## config.mk

```make
export PLATFORM = sky130hd
export DESIGN_NAME = bin_to_bcd_seq_n
export DESIGN_NICKNAME = d
export VERILOG_FILES = /design/src/rtl/bin_to_bcd_seq_n_pkg.sv /design/src/rtl/bcd_to_7_seg_n.sv /design/src/rtl/bin_to_bcd_seq_n.sv
export SDC_FILE = /design/constraint.sdc
export NUM_CORES = 1
export LEC_CHECK = 0
export CAP_MARGIN = 10
export CORE_UTILIZATION = 53
export DETAILED_ROUTE_END_ITERATION = 6
export PLACE_DENSITY = 0.82
export SLEW_MARGIN = 20
export SYNTH_ARGS = -nofsm -noshare
export SYNTH_HDL_FRONTEND = slang
export SYNTH_SLANG_ARGS = --single-unit
```

## constraint.sdc

```tcl
create_clock -name clk -period 1.85 [get_ports clk]
set_input_delay 0.37 -clock clk [delete_from_list [all_inputs] [get_ports clk]]
set_output_delay 0.37 -clock clk [all_outputs]
set_load 0.005 [all_outputs]
```

## src/rtl/bin_to_bcd_seq_n_pkg.sv

```systemverilog
// Shared types and seven-segment constants for the binary-to-BCD display path.
package bin_to_bcd_seq_n_pkg;

  typedef enum logic [1:0] {
    ST_IDLE  = 2'd0,
    ST_SHIFT = 2'd1,
    ST_DONE  = 2'd2
  } state_t;

  // Active-low segments, bit order {g,f,e,d,c,b,a}
  localparam logic [6:0] SEG_BLANK = 7'h7F;
  localparam logic [6:0] SEG_DASH  = 7'b0111111;

  localparam logic [9:0][6:0] SEG_TABLE = {
    7'b0010000, 7'b0000000, 7'b1111000, 7'b0000010, 7'b0010010,
    7'b0011001, 7'b0110000, 7'b0100100, 7'b1111001, 7'b1000000
  };

  function automatic logic [6:0] seg_digit(input logic [3:0] d);
    logic [6:0] seg;
    seg = SEG_BLANK;
    if (d <= 4'd9) seg = SEG_TABLE[d];
    return seg;
  endfunction

endpackage

```

## src/rtl/bcd_to_7_seg_n.sv

```systemverilog
// N-digit BCD to active-low seven-segment decoder; non-BCD codes show blank.
module bcd_to_7_seg_n
  import bin_to_bcd_seq_n_pkg::*;
#(
  parameter int unsigned N = 3
) (
  input  logic [N-1:0][3:0] bcd,
  output logic [N-1:0][6:0] seg_c
);

  always_comb begin
    seg_c = '0;
    for (int i = 0; i < N; i++) seg_c[i] = seg_digit(bcd[i]);
  end

endmodule

```

## src/rtl/bin_to_bcd_seq_n.sv

```systemverilog
// Sequential double-dabble converter, one bit per cycle, with leading-zero
// blanking and overflow dash display.
module bin_to_bcd_seq_n
  import bin_to_bcd_seq_n_pkg::*;
#(
  parameter int unsigned WIDTH    = 8,
  parameter int unsigned DIGITS   = 3,
  parameter bit          BLANK_LZ = 1'b1
) (
  input  logic                    clk,
  input  logic                    rst_n,
  input  logic                    start,
  input  logic [WIDTH-1:0]        bin,
  output logic                    ready,
  output logic                    done,
  output logic [DIGITS-1:0][3:0]  bcd,
  output logic [DIGITS-1:0][6:0]  hex,
  output logic                    overflow
);

  localparam int unsigned ACC_W = DIGITS * 4;
  localparam int unsigned CNT_W = $clog2(WIDTH + 1);
  localparam logic [CNT_W-1:0] CNT_LAST = CNT_W'(WIDTH - 1);

  state_t                  state_q, state_d;
  logic [CNT_W-1:0]        cnt_q, cnt_d;
  logic [ACC_W:0]          acc_q, acc_d;
  logic [WIDTH-1:0]        sh_q, sh_d;
  logic [DIGITS-1:0][3:0]  bcd_d;
  logic                    ovf_d, done_d, ready_d;
  logic [ACC_W-1:0]        adj_c;
  logic [DIGITS-1:0][6:0]  seg_c;
  logic                    lead_c;

  // Add-3 correction on every digit >= 5 ahead of the shift
  always_comb begin
    adj_c = '0;
    for (int i = 0; i < DIGITS; i++) begin
      if (acc_q[i*4 +: 4] >= 4'd5) adj_c[i*4 +: 4] = acc_q[i*4 +: 4] + 4'd3;
      else                         adj_c[i*4 +: 4] = acc_q[i*4 +: 4];
    end
  end

  // Next-state and next-output logic; acc MSB is a sticky top-digit carry-out
  always_comb begin
    state_d = state_q;
    cnt_d   = cnt_q;
    acc_d   = acc_q;
    sh_d    = sh_q;
    bcd_d   = bcd;
    ovf_d   = overflow;
    done_d  = 1'b0;
    case (state_q)
      ST_IDLE: begin
        if (start) begin
          sh_d    = bin;
          acc_d   = '0;
          cnt_d   = '0;
          state_d = ST_SHIFT;
        end
      end
      ST_SHIFT: begin
        acc_d = {acc_q[ACC_W] | adj_c[ACC_W-1], adj_c[ACC_W-2:0], sh_q[WIDTH-1]};
        sh_d  = {sh_q[WIDTH-2:0], 1'b0};
        cnt_d = cnt_q + CNT_W'(1);
        if (cnt_q == CNT_LAST) state_d = ST_DONE;
      end
      ST_DONE: begin
        bcd_d   = acc_q[ACC_W-1:0];
        ovf_d   = acc_q[ACC_W];
        done_d  = 1'b1;
        state_d = ST_IDLE;
      end
      default: state_d = ST_IDLE;
    endcase
    ready_d = (state_d == ST_IDLE);
  end

  always_ff @(posedge clk or negedge rst_n) begin
    if (!rst_n) begin
      state_q  <= ST_IDLE;
      cnt_q    <= '0;
      acc_q    <= '0;
      sh_q     <= '0;
      bcd      <= '0;
      overflow <= 1'b0;
      done     <= 1'b0;
      ready    <= 1'b1;
    end else begin
      state_q  <= state_d;
      cnt_q    <= cnt_d;
      acc_q    <= acc_d;
      sh_q     <= sh_d;
      bcd      <= bcd_d;
      overflow <= ovf_d;
      done     <= done_d;
      ready    <= ready_d;
    end
  end

  bcd_to_7_seg_n #(.N(DIGITS)) u_seg (
    .bcd   (bcd),
    .seg_c (seg_c)
  );

  // Display overrides: dash on overflow, else blank zeros above the top nonzero digit
  always_comb begin
    hex    = '0;
    lead_c = BLANK_LZ;
    for (int i = int'(DIGITS) - 1; i >= 0; i--) begin
      if (overflow) begin
        hex[i] = SEG_DASH;
      end else if (lead_c && (i != 0) && (bcd[i] == 4'd0)) begin
        hex[i] = SEG_BLANK;
      end else begin
        hex[i] = seg_c[i];
        lead_c = 1'b0;
      end
    end
  end

endmodule
```

==> metrics.txt <==
# TYPE chip_impl_metric gauge
chip_impl_info{name="run_status",value="finished with violations"} 1
chip_impl_info{name="violations",value="negative setup slack"} 1
chip_impl_metric{name="drv.max_cap_violation_count",unit=""} 0
chip_impl_metric{name="yosys_register_bits",unit=""} 42
chip_impl_metric{name="drv_slew",unit=""} 0
chip_impl_metric{name="final_period_minus_worst_setup_slack",unit="ns"} 2.132
chip_impl_metric{name="p_leak",unit="nW"} 1.755
chip_impl_metric{name="routed_via_count_divided_by_cell_count",unit=""} 5.563
chip_impl_info{name="unrepaired_setup_endpoints_after_global_routing",value="yes"} 1
chip_impl_metric{name="p_sw",unit="W"} 0.002844
chip_impl_metric{name="clk_skew",unit="ns"} 0.01310
chip_impl_metric{name="p_int",unit="W"} 0.003896
chip_impl_info{name="netlist_top_cells_area",value="dfrtp_1 (39%), ha_1 (10%), mux2i_1 (5.3%)"} 1
chip_impl_metric{name="tns",unit="ns"} -4.322
chip_impl_metric{name="dr_total_vias",unit=""} 2470
chip_impl_info{name="dominantRegCellSynth",value="dfrtp_1"} 1
chip_impl_metric{name="detail_route.first_pass.iterations",unit=""} 4
chip_impl_metric{name="drive_above_1_share",unit="%"} 39.79
chip_impl_info{name="critical_path.startpoint_type",value="flip-flop"} 1
chip_impl_metric{name="clkLatencyLatePin",unit="ns"} 0.31
chip_impl_info{name="worstHoldPathType",value="input pin to async pin"} 1
chip_impl_metric{name="grt-ovfl-total",unit=""} 0
chip_impl_metric{name="cts-buffers-inserted",unit=""} 5
chip_impl_metric{name="clock_tree.buffer_depth",unit=""} 2
chip_impl_metric{name="gp_routability_congestion",unit=""} 0.9113
chip_impl_metric{name="top_level_ports",unit=""} 47
chip_impl_metric{name="die_outline_height",unit="µm"} 72.55
chip_impl_metric{name="power.switching_fraction",unit="%"} 42.20
chip_impl_metric{name="area.growth.synth_to_final",unit="%"} 49.72
chip_impl_metric{name="place_hpwl",unit="µm"} 4439
chip_impl_metric{name="total_power",unit="W"} 0.006739
chip_impl_info{name="crit-reg2reg-capture",value="acc_q[6]"} 1
chip_impl_metric{name="max-vdd-ir-drop",unit="µV"} 1040
chip_impl_metric{name="final_hold_slack",unit="ns"} 0.4772
chip_impl_metric{name="number_of_nets_still_failing_antenna_checks_after_routing",unit=""} 0
chip_impl_metric{name="power.density_cell_area",unit="mW/mm²"} 1707
chip_impl_info{name="cts_tree",value="done"} 1
chip_impl_metric{name="hold_viol_final",unit=""} 0
chip_impl_metric{name="floorplan.core_area",unit="mm²"} 0.004755
chip_impl_metric{name="grt_start_max_net_pins",unit=""} 18
chip_impl_metric{name="die_w",unit="µm"} 72.55
chip_impl_metric{name="synth_area",unit="mm²"} 0.002638
chip_impl_metric{name="clock_power_share",unit="%"} 9.0
chip_impl_metric{name="starting_density",unit="%"} 55.47
chip_impl_metric{name="comb_power_share",unit="%"} 67.0
chip_impl_metric{name="critical_path_required",unit="ns"} 1.48
chip_impl_metric{name="deepest_level_of_the_cts_h_tree",unit=""} 2
chip_impl_metric{name="timing.reg2reg.setup_slack",unit="ns"} 0.24
chip_impl_metric{name="critPathArrivalTime",unit="ns"} 1.76
chip_impl_metric{name="drcViolationCount",unit=""} 0
chip_impl_info{name="type_of_destination_of_the_critical_path",value="output port"} 1
chip_impl_metric{name="number_of_global_route_vias_before_repair",unit=""} 2419
chip_impl_metric{name="dpl.cell_count",unit=""} 414
chip_impl_info{name="critical_path.reg2reg.startpoint",value="acc_q[4]"} 1
chip_impl_metric{name="synth-edff-count",unit=""} 0
chip_impl_metric{name="drt-total-wl",unit="µm"} 7039
chip_impl_metric{name="proportion_of_synthesized_chip_area_in_sequential_cells",unit="%"} 39.90
chip_impl_metric{name="placement_rows",unit=""} 25
chip_impl_metric{name="grt_use_total",unit="%"} 26.42
chip_impl_metric{name="cts.reportedPaths.clkPinSlew",unit="ns"} 0.09
chip_impl_metric{name="tightest_slew",unit="ns"} 0.3840
chip_impl_metric{name="nNetsFinal",unit=""} 409
chip_impl_metric{name="drt_iter0_drc",unit=""} 99
chip_impl_metric{name="synth_top_area_share",unit="%"} 38.90
chip_impl_metric{name="final_min_period_over_clock_period",unit="%"} 115.2
chip_impl_metric{name="average_instance_area_after_synthesis",unit="µm²"} 9.842
chip_impl_metric{name="port_buffers",unit=""} 46
chip_impl_metric{name="synth_cell_type_count",unit=""} 50
chip_impl_metric{name="max_freq",unit="GHz"} 0.4691
chip_impl_metric{name="tightest_slew_margin_relative_to_the_limit",unit="%"} 74.08
chip_impl_metric{name="global_route_wire_length_before_repair",unit="µm"} 10790
chip_impl_metric{name="report.final.setup_viol",unit=""} 21
chip_impl_metric{name="synth_fp_nets",unit=""} 301
chip_impl_info{name="clock_tree_root",value="clkbuf_8"} 1
chip_impl_metric{name="timing.reg2reg.worst_path_depth",unit=""} 5
chip_impl_metric{name="dieArea",unit="mm²"} 0.005263
chip_impl_info{name="synth_top_cell_by_area",value="dfrtp_1"} 1
chip_impl_metric{name="setup_slack",unit="ns"} -0.2815
chip_impl_metric{name="clock_sinks",unit=""} 42
chip_impl_metric{name="synth-warning-count",unit=""} 0
chip_impl_metric{name="wl_per_cell",unit="µm"} 15.85
chip_impl_metric{name="postSynth.asyncResetShare",unit="%"} 100.0
chip_impl_metric{name="worstPathMaxFanout",unit=""} 6
chip_impl_metric{name="grt_antenna_before_repair",unit=""} 0
chip_impl_info{name="criticalPathCategory",value="flip-flop to output port"} 1
chip_impl_metric{name="layoutNonFillerInstCount",unit=""} 444
chip_impl_metric{name="antenna_cells",unit=""} 0
chip_impl_metric{name="power_frac_seq",unit="%"} 24.0
chip_impl_metric{name="gate_count_after_technology_mapping",unit=""} 268
cell usage in the layout, fill, tap and decap left out, types with 3 or more instances in the layout:
cell type / instances
o21ai_1: 4
a22oi_1: 5
inv_2: 5
nand2b_1: 3
nor2b_1: 5
o21a_1: 3
clkbuf_8: 5
mux2_2: 3
a21oi_1: 4
o311ai_0: 3
mux2i_1: 14
dfrtp_2: 4
ha_1: 10
o21ai_0: 16
dfrtp_1: 37
o2111ai_1: 6
buf_6: 13
a32o_1: 4
nor2_1: 6
o21bai_4: 3
ha_4: 12
o221ai_1: 3
buf_4: 54
buf_2: 22
nand3_1: 4
clkdlybuf4s50_1: 22
inv_1: 18
nand2_1: 28
a21oi_2: 3
xnor2_1: 3
o31ai_1: 6
sequential cells by signal (all words and copies together) (netlist names):
name,flops
overflow,1
bcd,12
acc_q,13
sh_q,8
state_q,2
done,1
cnt_q,4
ready,1
what timing repair did:
item	in CTS	in global routing
pin swaps	34	12
resized for setup	145	20
endpoints found under the setup margin	21	24
hold endpoints to repair	12	0
gates cloned	0	0
hold buffers	1	0
buffers inserted	13	8
per-stage QoR:
step	worst slack, ns	instance area [µm²]	utilization [%]
final	-0.2815	3949	83.05
after global routing	-0.3677	3949	83.05
after floorplan	0.1496	2638	-
after global placement	-0.2800	3431	72.16
after detailed placement	-0.3905	3431	72.16
after CTS	-0.2570	3819	80.32
critical path: stages, from the launching register on:
cell and delay (ns):
dfrtp_1 0.41, inv_2 0.13, ha_4 0.17, o21bai_4 0.07, buf_6 0.11, a211oi_2 0.20
buf_4 0.16, o211ai_1 0.07, buf_2 0.13
cell usage after synthesis, types with 5 or more instances:
library cell and count:
o21ai_0 20, nand2_1 29, nor2_1 7, inv_1 24, dfrtp_1 41, a21oi_1 8
o21bai_1 5, o31ai_1 8, ha_1 22, a22oi_1 5, mux2i_1 14, nor2b_1 6
o2111ai_1 6
per-layer routing:
metal | routed length, µm | vias to the layer above | GRT usage (%) | share of wire (%)
met2 | 3723 | 53 | 49.01 | 53
met1 | 2974 | 1223 | 29.59 | 42
li1 | - | 1179 | - | -
met5 | 0 | - | 0 | 0
met3 | 213 | 15 | 5.556 | 3.0
met4 | 128 | 0 | 9.804 | 1.8
power groups by stage:
| stage | Clock, W | Combinational, W | Sequential [W] |
|---|---|---|---|
| after floorplan | 0 | 0.00212 | 0.00151 |
| after global placement | 0 | 0.00372 | 0.00158 |
| after detailed placement | 0 | 0.00386 | 0.00160 |
| after CTS | 0.000607 | 0.00405 | 0.00160 |
| after global routing | 0.000651 | 0.00489 | 0.00167 |
| final | 0.000604 | 0.00452 | 0.00162 |
logic make-up after synthesis:
family / after synthesis / share of synthesized area [%]
AND/OR/NAND/NOR: 64 / 12.81
adder cells (fa/ha/maj): 22 / 10.44
XOR/XNOR: 3 / 0.9964
AO/OA/AOI/OAI: 82 / 22.06
flip-flops: 42 / 39.90
multiplexers: 17 / 6.594
buffers and inverters: 38 / 7.211
worst max path at each step:
stage / startpoint / to / slack [ns] / depth (start not counted)
2_1_floorplan: bcd[8] / hex[14] / 0.15 / 5
3_3_place_gp: bcd[9] / hex[18] / -0.28 / 7
3_5_place_dp: bcd[8] / hex[17] / -0.39 / 7
4_1_cts: bcd[9] / hex[18] / -0.26 / 8
5_1_grt: bcd[8] / hex[18] / -0.37 / 8
6_report: bcd[8] / hex[18] / -0.28 / 8
layout make-up:
class | instances | area, µm²
Multi-Input combinational cell | 188 | 1703
Sequential cell | 42 | 1057
Timing Repair Buffer | 114 | 913.4
Fill cell | 261 | 805.8
Inverter | 25 | 101.3
Tap cell | 67 | 83.83
Clock buffer | 5 | 68.82
Clock inverter | 3 | 21.27
Power figures use the tool's default switching activity.
